[src/rtl/lorenz_sample_drain.sv]
// Lorenz integrator consumer: paces stepping, decimates x/y/z, converts to screen scale, buffers in a FWFT FIFO.
// Define LORENZ_SAT_EN to clamp out-of-range coordinates (and flag overflow) instead of wrapping them.
module lorenz_sample_drain #(
  parameter int SIZE  = 64,
  parameter int PNT   = 48,
  parameter int OUT_W = 16,
  parameter int OSH   = 8,
  parameter int DEPTH = 8,
  parameter int DEC_W = 8
) (
  input  logic                         clock,
  input  logic                         reset,
  input  logic                         run,
  input  logic [DEC_W-1:0]             decim,
  input  logic [SIZE-1:0]              x_in,
  input  logic [SIZE-1:0]              y_in,
  input  logic [SIZE-1:0]              z_in,
  output logic                         step,
  output logic                         m_valid,
  input  logic                         m_ready,
  output logic [OUT_W-1:0]             m_x,
  output logic [OUT_W-1:0]             m_y,
  output logic [OUT_W-1:0]             m_z,
  output logic [15:0]                  m_seq,
  output logic [$clog2(DEPTH+1)-1:0]   count,
  output logic                         overflow,
  output logic [1:0]                   fsm_state
);

  localparam int CW = $clog2(DEPTH + 1);
  localparam int PW = $clog2(DEPTH);
  localparam int SH = PNT - OSH;
  localparam logic [CW-1:0] FULL = CW'(DEPTH);

  typedef enum logic [1:0] {IDLE = 2'd0, RUN = 2'd1, HOLD = 2'd2} state_t;
  state_t state, state_n;

  logic [DEC_W-1:0] dec_cnt;
  logic [15:0]      seq_cnt;
  logic [PW-1:0]    wr_ptr, rd_ptr;
  logic [CW-1:0]    count_n;
  logic             push, pop;

  logic [OUT_W-1:0] mem_x [DEPTH];
  logic [OUT_W-1:0] mem_y [DEPTH];
  logic [OUT_W-1:0] mem_z [DEPTH];
  logic [15:0]      mem_seq [DEPTH];

  logic signed [SIZE-1:0] sx, sy, sz;
  logic [OUT_W-1:0]       cx, cy, cz;

  assign sx = $signed(x_in) >>> SH;
  assign sy = $signed(y_in) >>> SH;
  assign sz = $signed(z_in) >>> SH;

`ifdef LORENZ_SAT_EN
  localparam logic signed [SIZE-1:0] OMAX = {{(SIZE-OUT_W+1){1'b0}}, {(OUT_W-1){1'b1}}};
  localparam logic signed [SIZE-1:0] OMIN = {{(SIZE-OUT_W+1){1'b1}}, {(OUT_W-1){1'b0}}};
  logic sat_x, sat_y, sat_z;

  // Returns {saturated, clamped value}.
  function automatic logic [OUT_W:0] clamp(input logic signed [SIZE-1:0] v);
    if (v > OMAX)      clamp = {1'b1, OMAX[OUT_W-1:0]};
    else if (v < OMIN) clamp = {1'b1, OMIN[OUT_W-1:0]};
    else               clamp = {1'b0, v[OUT_W-1:0]};
  endfunction

  assign {sat_x, cx} = clamp(sx);
  assign {sat_y, cy} = clamp(sy);
  assign {sat_z, cz} = clamp(sz);

  always_ff @(posedge clock or posedge reset) begin
    if (reset) overflow <= 1'b0;
    else if (push && (sat_x || sat_y || sat_z)) overflow <= 1'b1;
  end
`else
  logic unused_hi;
  assign cx = sx[OUT_W-1:0];
  assign cy = sy[OUT_W-1:0];
  assign cz = sz[OUT_W-1:0];
  assign unused_hi = ^{sx[SIZE-1:OUT_W], sy[SIZE-1:OUT_W], sz[SIZE-1:OUT_W]};
  assign overflow  = 1'b0;
`endif

  // step comes from registered state only, so m_ready never reaches it combinationally.
  assign step      = (state == RUN);
  assign fsm_state = state;
  assign push      = step && (dec_cnt == '0);
  assign m_valid   = (count != '0);
  assign pop       = m_valid && m_ready;

  assign m_x   = mem_x[rd_ptr];
  assign m_y   = mem_y[rd_ptr];
  assign m_z   = mem_z[rd_ptr];
  assign m_seq = mem_seq[rd_ptr];

  always_comb begin
    count_n = count;
    case ({push, pop})
      2'b10:   count_n = count + 1'b1;
      2'b01:   count_n = count - 1'b1;
      default: count_n = count;
    endcase
  end

  // Next-count lookahead lets the filling push enter HOLD on the same edge,
  // and a pop in HOLD resume stepping one cycle later.
  always_comb begin
    state_n = state;
    case (state)
      IDLE:    if (run) state_n = (count_n == FULL) ? HOLD : RUN;
      RUN:     if (!run) state_n = IDLE;
               else if (count_n == FULL) state_n = HOLD;
      HOLD:    if (!run) state_n = IDLE;
               else if (count_n != FULL) state_n = RUN;
      default: state_n = IDLE;
    endcase
  end

  always_ff @(posedge clock or posedge reset) begin
    if (reset) state <= IDLE;
    else       state <= state_n;
  end

  always_ff @(posedge clock or posedge reset) begin
    if (reset) begin
      dec_cnt <= '0;
      seq_cnt <= '0;
      wr_ptr  <= '0;
      rd_ptr  <= '0;
      count   <= '0;
      for (int i = 0; i < DEPTH; i++) begin
        mem_x[i]   <= '0;
        mem_y[i]   <= '0;
        mem_z[i]   <= '0;
        mem_seq[i] <= '0;
      end
    end else begin
      if (step) dec_cnt <= (dec_cnt == '0) ? decim : dec_cnt - 1'b1;
      if (push) begin
        mem_x[wr_ptr]   <= cx;
        mem_y[wr_ptr]   <= cy;
        mem_z[wr_ptr]   <= cz;
        mem_seq[wr_ptr] <= seq_cnt;
        wr_ptr          <= wr_ptr + 1'b1;
        seq_cnt         <= seq_cnt + 1'b1;
      end
      if (pop) rd_ptr <= rd_ptr + 1'b1;
      count <= count_n;
    end
  end

endmodule

[config.mk]
export PLATFORM = sky130hd
export DESIGN_NAME = lorenz_sample_drain
export DESIGN_NICKNAME = d
export VERILOG_FILES = /design/src/rtl/lorenz_sample_drain.sv
export SDC_FILE = /design/constraint.sdc
export NUM_CORES = 1
export LEC_CHECK = 0
export BUFFER_PORTS_ARGS = -buffer_cell sky130_fd_sc_hd__buf_2
export CORE_UTILIZATION = 45
export DETAILED_ROUTE_END_ITERATION = 7
export PLACE_DENSITY = 0.68
export SETUP_SLACK_MARGIN = 0.4
export SLEW_MARGIN = 20
export SYNTH_ARGS = -nofsm -noshare
export SYNTH_HDL_FRONTEND = slang
export SYNTH_SLANG_ARGS = --single-unit
[constraint.sdc]
create_clock -name clock -period 41.5 [get_ports clock]
set_clock_uncertainty 0.05 [all_clocks]
set_input_delay 4.15 -clock clock [delete_from_list [all_inputs] [get_ports clock]]
set_output_delay 4.15 -clock clock [all_outputs]
set_load 0.05 [all_outputs]
==> reports/qor.yml, run 1 <==
status:
  run_status: "finished clean"
setup_path:
  worst-r2r-setup-slack_ps: 37670
  critical_path.n_buffers_inverters: 2
  critPathLaunch: "rd_ptr[1]$_DFFE_PP0P_"
  critPathMaxFanout: 66
  slowest_delay_ps: 1110
  worst_path_dominant_cell_family: "buffers and inverters"
  critical_path_depth: 4
  crit_path_top_delay_cell: "sky130_fd_sc_hd__dfrtp_4"
  worst-setup-path-type: "flop to output pin"
  reg2reg_to: "mem_y[0]$_DFFE_PP0P_"
  critical_path_required_ps: 37300
  critical_path.reg2reg.startpoint: "dec_cnt[6]$_DFFE_PP0P_"
  cp-endpoint: "m_seq[1]"
  cp_data_arrival_time_ps: 3920
  crit_chain: "buf_4, mux4_2, mux2_2, buf_2"
  r2r_cells: 6
  critical_path.startpoint_type: "flop"
  timing.critical_path.to_type: "output pin"
clock_network:
  clockRootBuffer: "sky130_fd_sc_hd__clkbuf_16"
  clk_transition_reported_paths_ps: 60
  post_cts_buffers: 0
  ctsResizeCount: 0
  number_of_buffers_inserted_during_clock_tree_synthesis: 58
  htree_levels: 2
  cts_tree: "built"
  holdBufCountCts: 0
  cts.sinks: 548
  buffer_depth_of_the_longest_clock_path: 3
  clock_latency_ps: 600
job:
  maxCapViolations: 0
global_routing:
  grt_start_max_net_pins: 118
  antenna_found_initial: 4
  grt_pass1_vias: 14440
  grt_total_ovfl: 0
  first_pass_grt_wire_length_mm: 84.06
  grt.total_usage_pct: 19.04
floorplan:
  placeableCoreArea_mm2: 0.05509
  top_level_ports: 277
  die_height_um: 237.9
  std_cell_rows: 86
  initial_util_pct: 45.46
  fp.dieArea_mm2: 0.05661
  die_w_um: 237.9
sta:
  achievable-frequency_mhz: 123.2
  slew_headroom_pct: 26.52
  tightest_slew_ps: 1102
  unrepaired_setup_endpoints_after_global_routing: "false"
  final.period_utilization_pct: 19.57
  final.hold.worst_slack_ps: 432.9
  timing.final.setup_violations: 0
  hold_viol_final: 0
  timing.final.max_slew_violations: 0
  setup-tns-final_ps: 0
  layout_min_cycle_time_ps: 8120
synthesis:
  synth_area_per_cell_um2: 16.45
  sequential_fraction_of_the_synthesis_area_pct: 54.75
  synth.net_count: 1736
  count_of_flip_flops_with_a_built_in_enable_after_synthesis: 0
  yosysUniqueCellTypes: 51
  async_reset_ff_share_pct: 100.0
  yosysWarningCount: 0
  synthCells: 1523
  yosys_most_used_dff: "sky130_fd_sc_hd__dfrtp_1"
  ys_ff_latch: 548
  synth.cell_area_mm2: 0.02505
final_layout:
  final_core_util_pct: 51.69
  final_cell_area_mm2: 0.02848
  final_cell_mix: "sky130_fd_sc_hd__dfrtp_1 (545), sky130_fd_sc_hd__mux2_2 (487), sky130_fd_sc_hd__buf_2 (131), sky130_fd_sc_hd__mux4_2 (128), sky130_fd_sc_hd__mux2_4 (91)"
  layout-drive-gt1-share_pct: 58.02
  antennaDiodeCount: 0
  areaGrowthSynthToFinish_pct: 13.70
  mostFrequentLayoutCell: "sky130_fd_sc_hd__dfrtp_1"
  fin_nets: 1841
drt:
  route.vias.total: 13400
  post_drt_via_cell_ratio: 5.527
  dr.first_iter.drc_count: 652
  wl_per_cell_um: 21.53
  route.final.wire_length_mm: 52.20
  remaining_drc_errors: 0
  detailedRoute.firstPassIterationCount: 4
  detail-route-antenna-nets: 0
hold_path:
  timing.hold.worst_path_depth: 1
  hold_path.class: "flop to flop"
power:
  power.static_leakage_uw: 0.01354
  power_density_mw_per_mm2: 57.00
  ir_worst_vdd_v: 0.00003974
  total_power_uw: 1623
placed_design:
  post_dp_cell_area_mm2: 0.02631
  detailedPlacementHpwl_mm: 29.26
  port_buffers: 131
  global_placement_routability_congestion: 0.7368
-- stage by stage --
stage / setup slack (ps) / instances
after floorplan: 21980 / 1523
after global placement: 33900 / 2315
after detailed placement: 33760 / 2315
after CTS: 33260 / 2424
after global routing: 33190 / 2425
final: 33380 / 2425
-- worst register-to-register path, delay by kind of cell, from the launching register on --
kind	cells	cell delay [ps]
AND/OR/NAND/NOR	3	1750
buffers and inverters	2	1050
multiplexers	1	460
flip-flops	1	400
-- state kept, by name, indices dropped and copies added, names as in the netlist --
| register | flops |
|---|---|
| count | 4 |
| dec_cnt | 8 |
| fsm_state | 2 |
| mem_seq | 128 |
| mem_x | 128 |
| mem_y | 128 |
| mem_z | 128 |
| rd_ptr | 3 |
| seq_cnt | 16 |
| wr_ptr | 3 |
-- final cells by class --
| class | count | area [um^2] |
|---|---|---|
| Tap cell | 748 | 935.9 |
| Fill cell | 4518 | 26610 |
| Timing Repair Buffer | 154 | 844.6 |
| Clock inverter | 17 | 315.3 |
| Multi-Input combinational cell | 850 | 10760 |
| Sequential cell | 548 | 13720 |
| Inverter | 16 | 70.07 |
| Clock buffer | 92 | 1833 |
-- cells in the mapped netlist, drive strengths merged, types with 3 or more instances --
master | count | area share [%]
xor2 | 9 | 0.31
dfrtp | 548 | 55
nor2 | 9 | 0.13
ha | 8 | 0.40
nor4 | 4 | 0.16
inv | 16 | 0.25
nor3b | 3 | 0.090
nor3 | 11 | 0.26
nand2 | 26 | 0.39
buf | 59 | 1.5
o21ai | 5 | 0.10
clkbuf | 50 | 0.75
mux2i | 3 | 0.12
a21oi | 5 | 0.10
mux4 | 128 | 12
nand3 | 13 | 0.26
nand4 | 3 | 0.075
xnor2 | 12 | 0.42
mux2 | 579 | 27
and4 | 3 | 0.10
-- layer usage --
metal	vias up	wire length, um	share of wire [%]	track usage [%]
met1	7247	23940	46	26.59
li1	5863	-	-	-
met3	84	1797	3.4	2.927
met4	8	962	1.8	4.633
met2	200	25440	49	31.31
met5	-	56	0.11	0
-- cell families after synthesis --
family                     Yosys count  share of synthesized area, %
adders and majority gates            9                        0.4796
muxes                              710                         39.02
other                                1                       0.01497
and+or+nand+nor                     87                         1.953
AOI/OAI and AO/OA                   22                        0.5745
buffers and inverters              125                         2.468
xor gates and xnor gates            21                        0.7344
DFF                                548                         54.75
-- worst min-delay path by stage --
stage	start	end	slack (ps)
final	mem_z[94]$_DFFE_PP0P_	mem_z[94]$_DFFE_PP0P_	430
after global routing	mem_x[100]$_DFFE_PP0P_	mem_x[100]$_DFFE_PP0P_	460
after CTS	mem_z[94]$_DFFE_PP0P_	mem_z[94]$_DFFE_PP0P_	440
after detailed placement	mem_z[94]$_DFFE_PP0P_	mem_z[94]$_DFFE_PP0P_	430
after global placement	mem_z[94]$_DFFE_PP0P_	mem_z[94]$_DFFE_PP0P_	420
after floorplan	mem_z[94]$_DFFE_PP0P_	mem_z[94]$_DFFE_PP0P_	410
-- where the power goes --
part,internal (uW),total [uW],switching [uW]
Sequential,565,618,53.2
Combinational,182,439,258
Clock,357,566,209
Note: power is estimated with default switching activity, not from simulation.
==> inputs of run 2 (changes only) <==
Settings changed: ABC_AREA set to 1.
Clock period 41.5 ns to 7.65 ns, I/O delays scaled along.
==> run 2 against run 1 <==
Compared with the run above: largest power group is now combinational cells; largest cell class unchanged; cell count grew 46%; via count grew 46%; non-clock buffer count is the same; clock power grew to 5.2 times the previous value; critical path depth grew 3; sequential cell count is the same; die area shrank 2.3%; critical endpoint is now m_seq[0]; cell area shrank 3.6%; count of clock-buffer cells in the layout shrank 9; sequential share of layout area grew 1.8 points; worst setup slack lost 30000 ps.
==> reports/qor.yml, run 2 <==
status:
  run_status: "finished clean"
synthesis:
  synth_mux_area_share_pct: 5.237
  async_reset_ff_share_pct: 100.0
  synth-compound-area-share_pct: 17.02
  synth_fa_ha_area_share_pct: 0.4909
  yosys_most_used_dff: "sky130_fd_sc_hd__dfrtp_1"
  post_synth_and_or_nand_nor_area_fraction_pct: 15.41
  sequential_fraction_of_the_synthesis_area_pct: 56.05
  synth_top_cells_by_area: "sky130_fd_sc_hd__dfrtp_1 (56%), sky130_fd_sc_hd__o21ai_0 (14%), sky130_fd_sc_hd__nand2_1 (12%)"
  yosysWarningCount: 0
  cell_type_with_the_largest_total_area_after_synthesis: "sky130_fd_sc_hd__dfrtp_1"
  synth.top_cells.by_count: "sky130_fd_sc_hd__nand2_1 (802), sky130_fd_sc_hd__o21ai_0 (664), sky130_fd_sc_hd__dfrtp_1 (548), sky130_fd_sc_hd__nor2_1 (166)"
  synth_xor_xnor_area_share_pct: 0.6086
  synth_top_family_by_area: "compound AO/OA/AOI/OAI gates"
  synth.cell_area_mm2: 0.02447
  count_of_flip_flops_with_a_built_in_enable_after_synthesis: 0
  synth.net_count: 3012
  synth_area_per_cell_um2: 8.741
  ys_ff_latch: 548
  synthCells: 2799
  yosysUniqueCellTypes: 23
  synth.top_cell.area_share_pct: 56.05
  most_instantiated_library_cell_after_synthesis: "sky130_fd_sc_hd__nand2_1"
sta:
  unrepaired_setup_endpoints_after_global_routing: "false"
  setup_ws_ps: 2932
  timing.final.max_slew_violations: 0
  slew_headroom_pct: 24.78
  tightest_slew_ps: 1128
  final.hold.worst_slack_ps: 130.0
  hold_viol_final: 0
  final.period_utilization_pct: 61.67
  timing.final.setup_violations: 0
  layout_min_cycle_time_ps: 4718
  achievable-frequency_mhz: 212.0
drt:
  post_drt_via_cell_ratio: 5.505
  wl_per_cell_um: 17.05
  route.vias.total: 19550
  detail-route-antenna-nets: 0
  route.final.wire_length_mm: 60.58
  detailedRoute.firstPassIterationCount: 5
  dr.first_iter.drc_count: 1638
  remaining_drc_errors: 0
setup_path:
  worst-setup-path-type: "flop to output pin"
  critical_path.reg2reg.startpoint: "fsm_state[1]$_DFFE_PP0P_"
  critical_path.startpoint_type: "flop"
  critical_path_required_ps: 6840
  timing.critical_path.to_type: "output pin"
  crit_chain: "inv_4, buf_4, nor2_1, o22ai_1, nand2_1, nand2_1, buf_2"
  reg2reg_to: "fsm_state[1]$_DFFE_PP0P_"
  slowest_delay_ps: 860
  critPathMaxFanout: 77
  worst-r2r-setup-slack_ps: 4130
  crit_path_top_delay_cell: "sky130_fd_sc_hd__inv_4"
  critPathLaunch: "rd_ptr[0]$_DFFE_PP0P_"
  r2r_cells: 14
  critical-path-top-cell-by-count: "sky130_fd_sc_hd__nand2_1"
  cp_data_arrival_time_ps: 3900
floorplan:
  die_w_um: 235.2
  die_height_um: 235.2
  initial_util_pct: 45.46
  fp.dieArea_mm2: 0.05530
  std_cell_rows: 85
  top_level_ports: 277
  placeableCoreArea_mm2: 0.05381
final_layout:
  areaGrowthSynthToFinish_pct: 12.23
  final_cell_mix: "sky130_fd_sc_hd__nand2_1 (794), sky130_fd_sc_hd__o21ai_0 (664), sky130_fd_sc_hd__dfrtp_1 (545), sky130_fd_sc_hd__nor2_1 (166), sky130_fd_sc_hd__buf_2 (131)"
  antennaDiodeCount: 0
  layout-drive-gt1-share_pct: 9.244
  fin_nets: 3022
  final-instance-count-excl-fill: 3552
  mostFrequentLayoutCell: "sky130_fd_sc_hd__nand2_1"
job:
  maxCapViolations: 0
clock_network:
  buffer_depth_of_the_longest_clock_path: 3
  number_of_buffers_inserted_during_clock_tree_synthesis: 57
  cts.sinks: 548
  holdBufCountCts: 0
  clockRootBuffer: "sky130_fd_sc_hd__clkbuf_16"
  cts_tree: "built"
  htree_levels: 2
  clock_latency_ps: 620
  ctsResizeCount: 0
  post_cts_buffers: 0
  clk_transition_reported_paths_ps: 60
global_routing:
  antenna_found_initial: 1
  grt_pass1_vias: 19140
  first_pass_grt_wire_length_mm: 99.47
  grt.total_usage_pct: 21.95
  grt_start_max_net_pins: 209
  grt_total_ovfl: 0
placed_design:
  detailedPlacementHpwl_mm: 32.74
  place.detailed.instances: 3445
  post_place_setup_slack_ps: 3578
  port_buffers: 131
  global_placement_routability_congestion: 0.7961
power:
  power.static_leakage_uw: 0.01351
  ir_worst_vdd_v: 0.0002584
  power_density_mw_per_mm2: 358.0
hold_path:
  hold_path.class: "input pin to asynchronous set/reset pin"
run 2: changes by cell type after synthesis, sizes merged, moves of 5 or more:
cell / previous run / this run
inv: 16 / 102
mux2i: 3 / 128
nand3: 13 / 18
o21ai: 5 / 664
nor2: 9 / 166
xnor2: 12 / 2
buf: 59 / 88
mux4: 128 / 0
xor2: 9 / 15
o22ai: 2 / 128
nand2: 26 / 802
nor3: 11 / 1
mux2: 579 / 0
clkbuf: 50 / 115
run 2: per-stage QoR:
step | power [uW] | util (%) | cell area (um^2) | setup TNS (ps)
after floorplan | 6069 | - | 24470 | -340240
after global placement | 6901 | 47.17 | 25390 | 0
after detailed placement | 6950 | 47.22 | 25410 | 0
after CTS | 9891 | 50.96 | 27420 | 0
after global routing | 10320 | 51.02 | 27460 | 0
final | 9829 | 51.02 | 27460 | 0
run 2: worst max-delay path by stage:
stage	cells after the start	endpoint	slack, ps
global placement	7	m_seq[15]	3550
floorplan	1	count[0]$_DFF_PP0_	-620
detailed placement	7	m_seq[15]	3580
global route	7	m_seq[15]	2760
CTS	7	m_seq[15]	2910
finish	7	m_seq[0]	2930
run 2: power by group:
part           total (uW)  switching, uW  internal (uW)
Sequential           3410            263           3150
Combinational        3500           2560            940
Clock                2920           1150           1760
Total                9830           3980           5850
run 2: worst max-delay path: cells and delay by family (launching register included):
kind                   cells  cell delay (ps)
flip-flops                 1              730
AO/OA/AOI/OAI              1              190
AND/OR/NAND/NOR            3              370
buffers and inverters      3             1920
run 2: final cells by class:
class	instances	area (um^2)
clock buffer	83	1685
multi-input combinational	1945	9549
fill	4884	26360
inverter	103	392.9
timing repair buffer	154	913.4
sequential	548	13720
tap	696	870.8
clock inverter	23	324.1
run 2: kinds of logic after synthesis:
kind of cell / Yosys count
and+or+nand+nor: 992
AOI/OAI and AO/OA: 798
DFF: 548
buffers and inverters: 306
muxes: 128
xor gates and xnor gates: 17
adders and majority gates: 9
other: 1
run 2: per-layer routing:
layer / GRT usage, % / up-vias / share of wire, %
met5: 0 / - / 0
met4: 5.163 / 0 / 1.6
met3: 3.307 / 80 / 6.0
met2: 36.35 / 591 / 48
met1: 30.42 / 9542 / 45
li1: - / 9340 / -
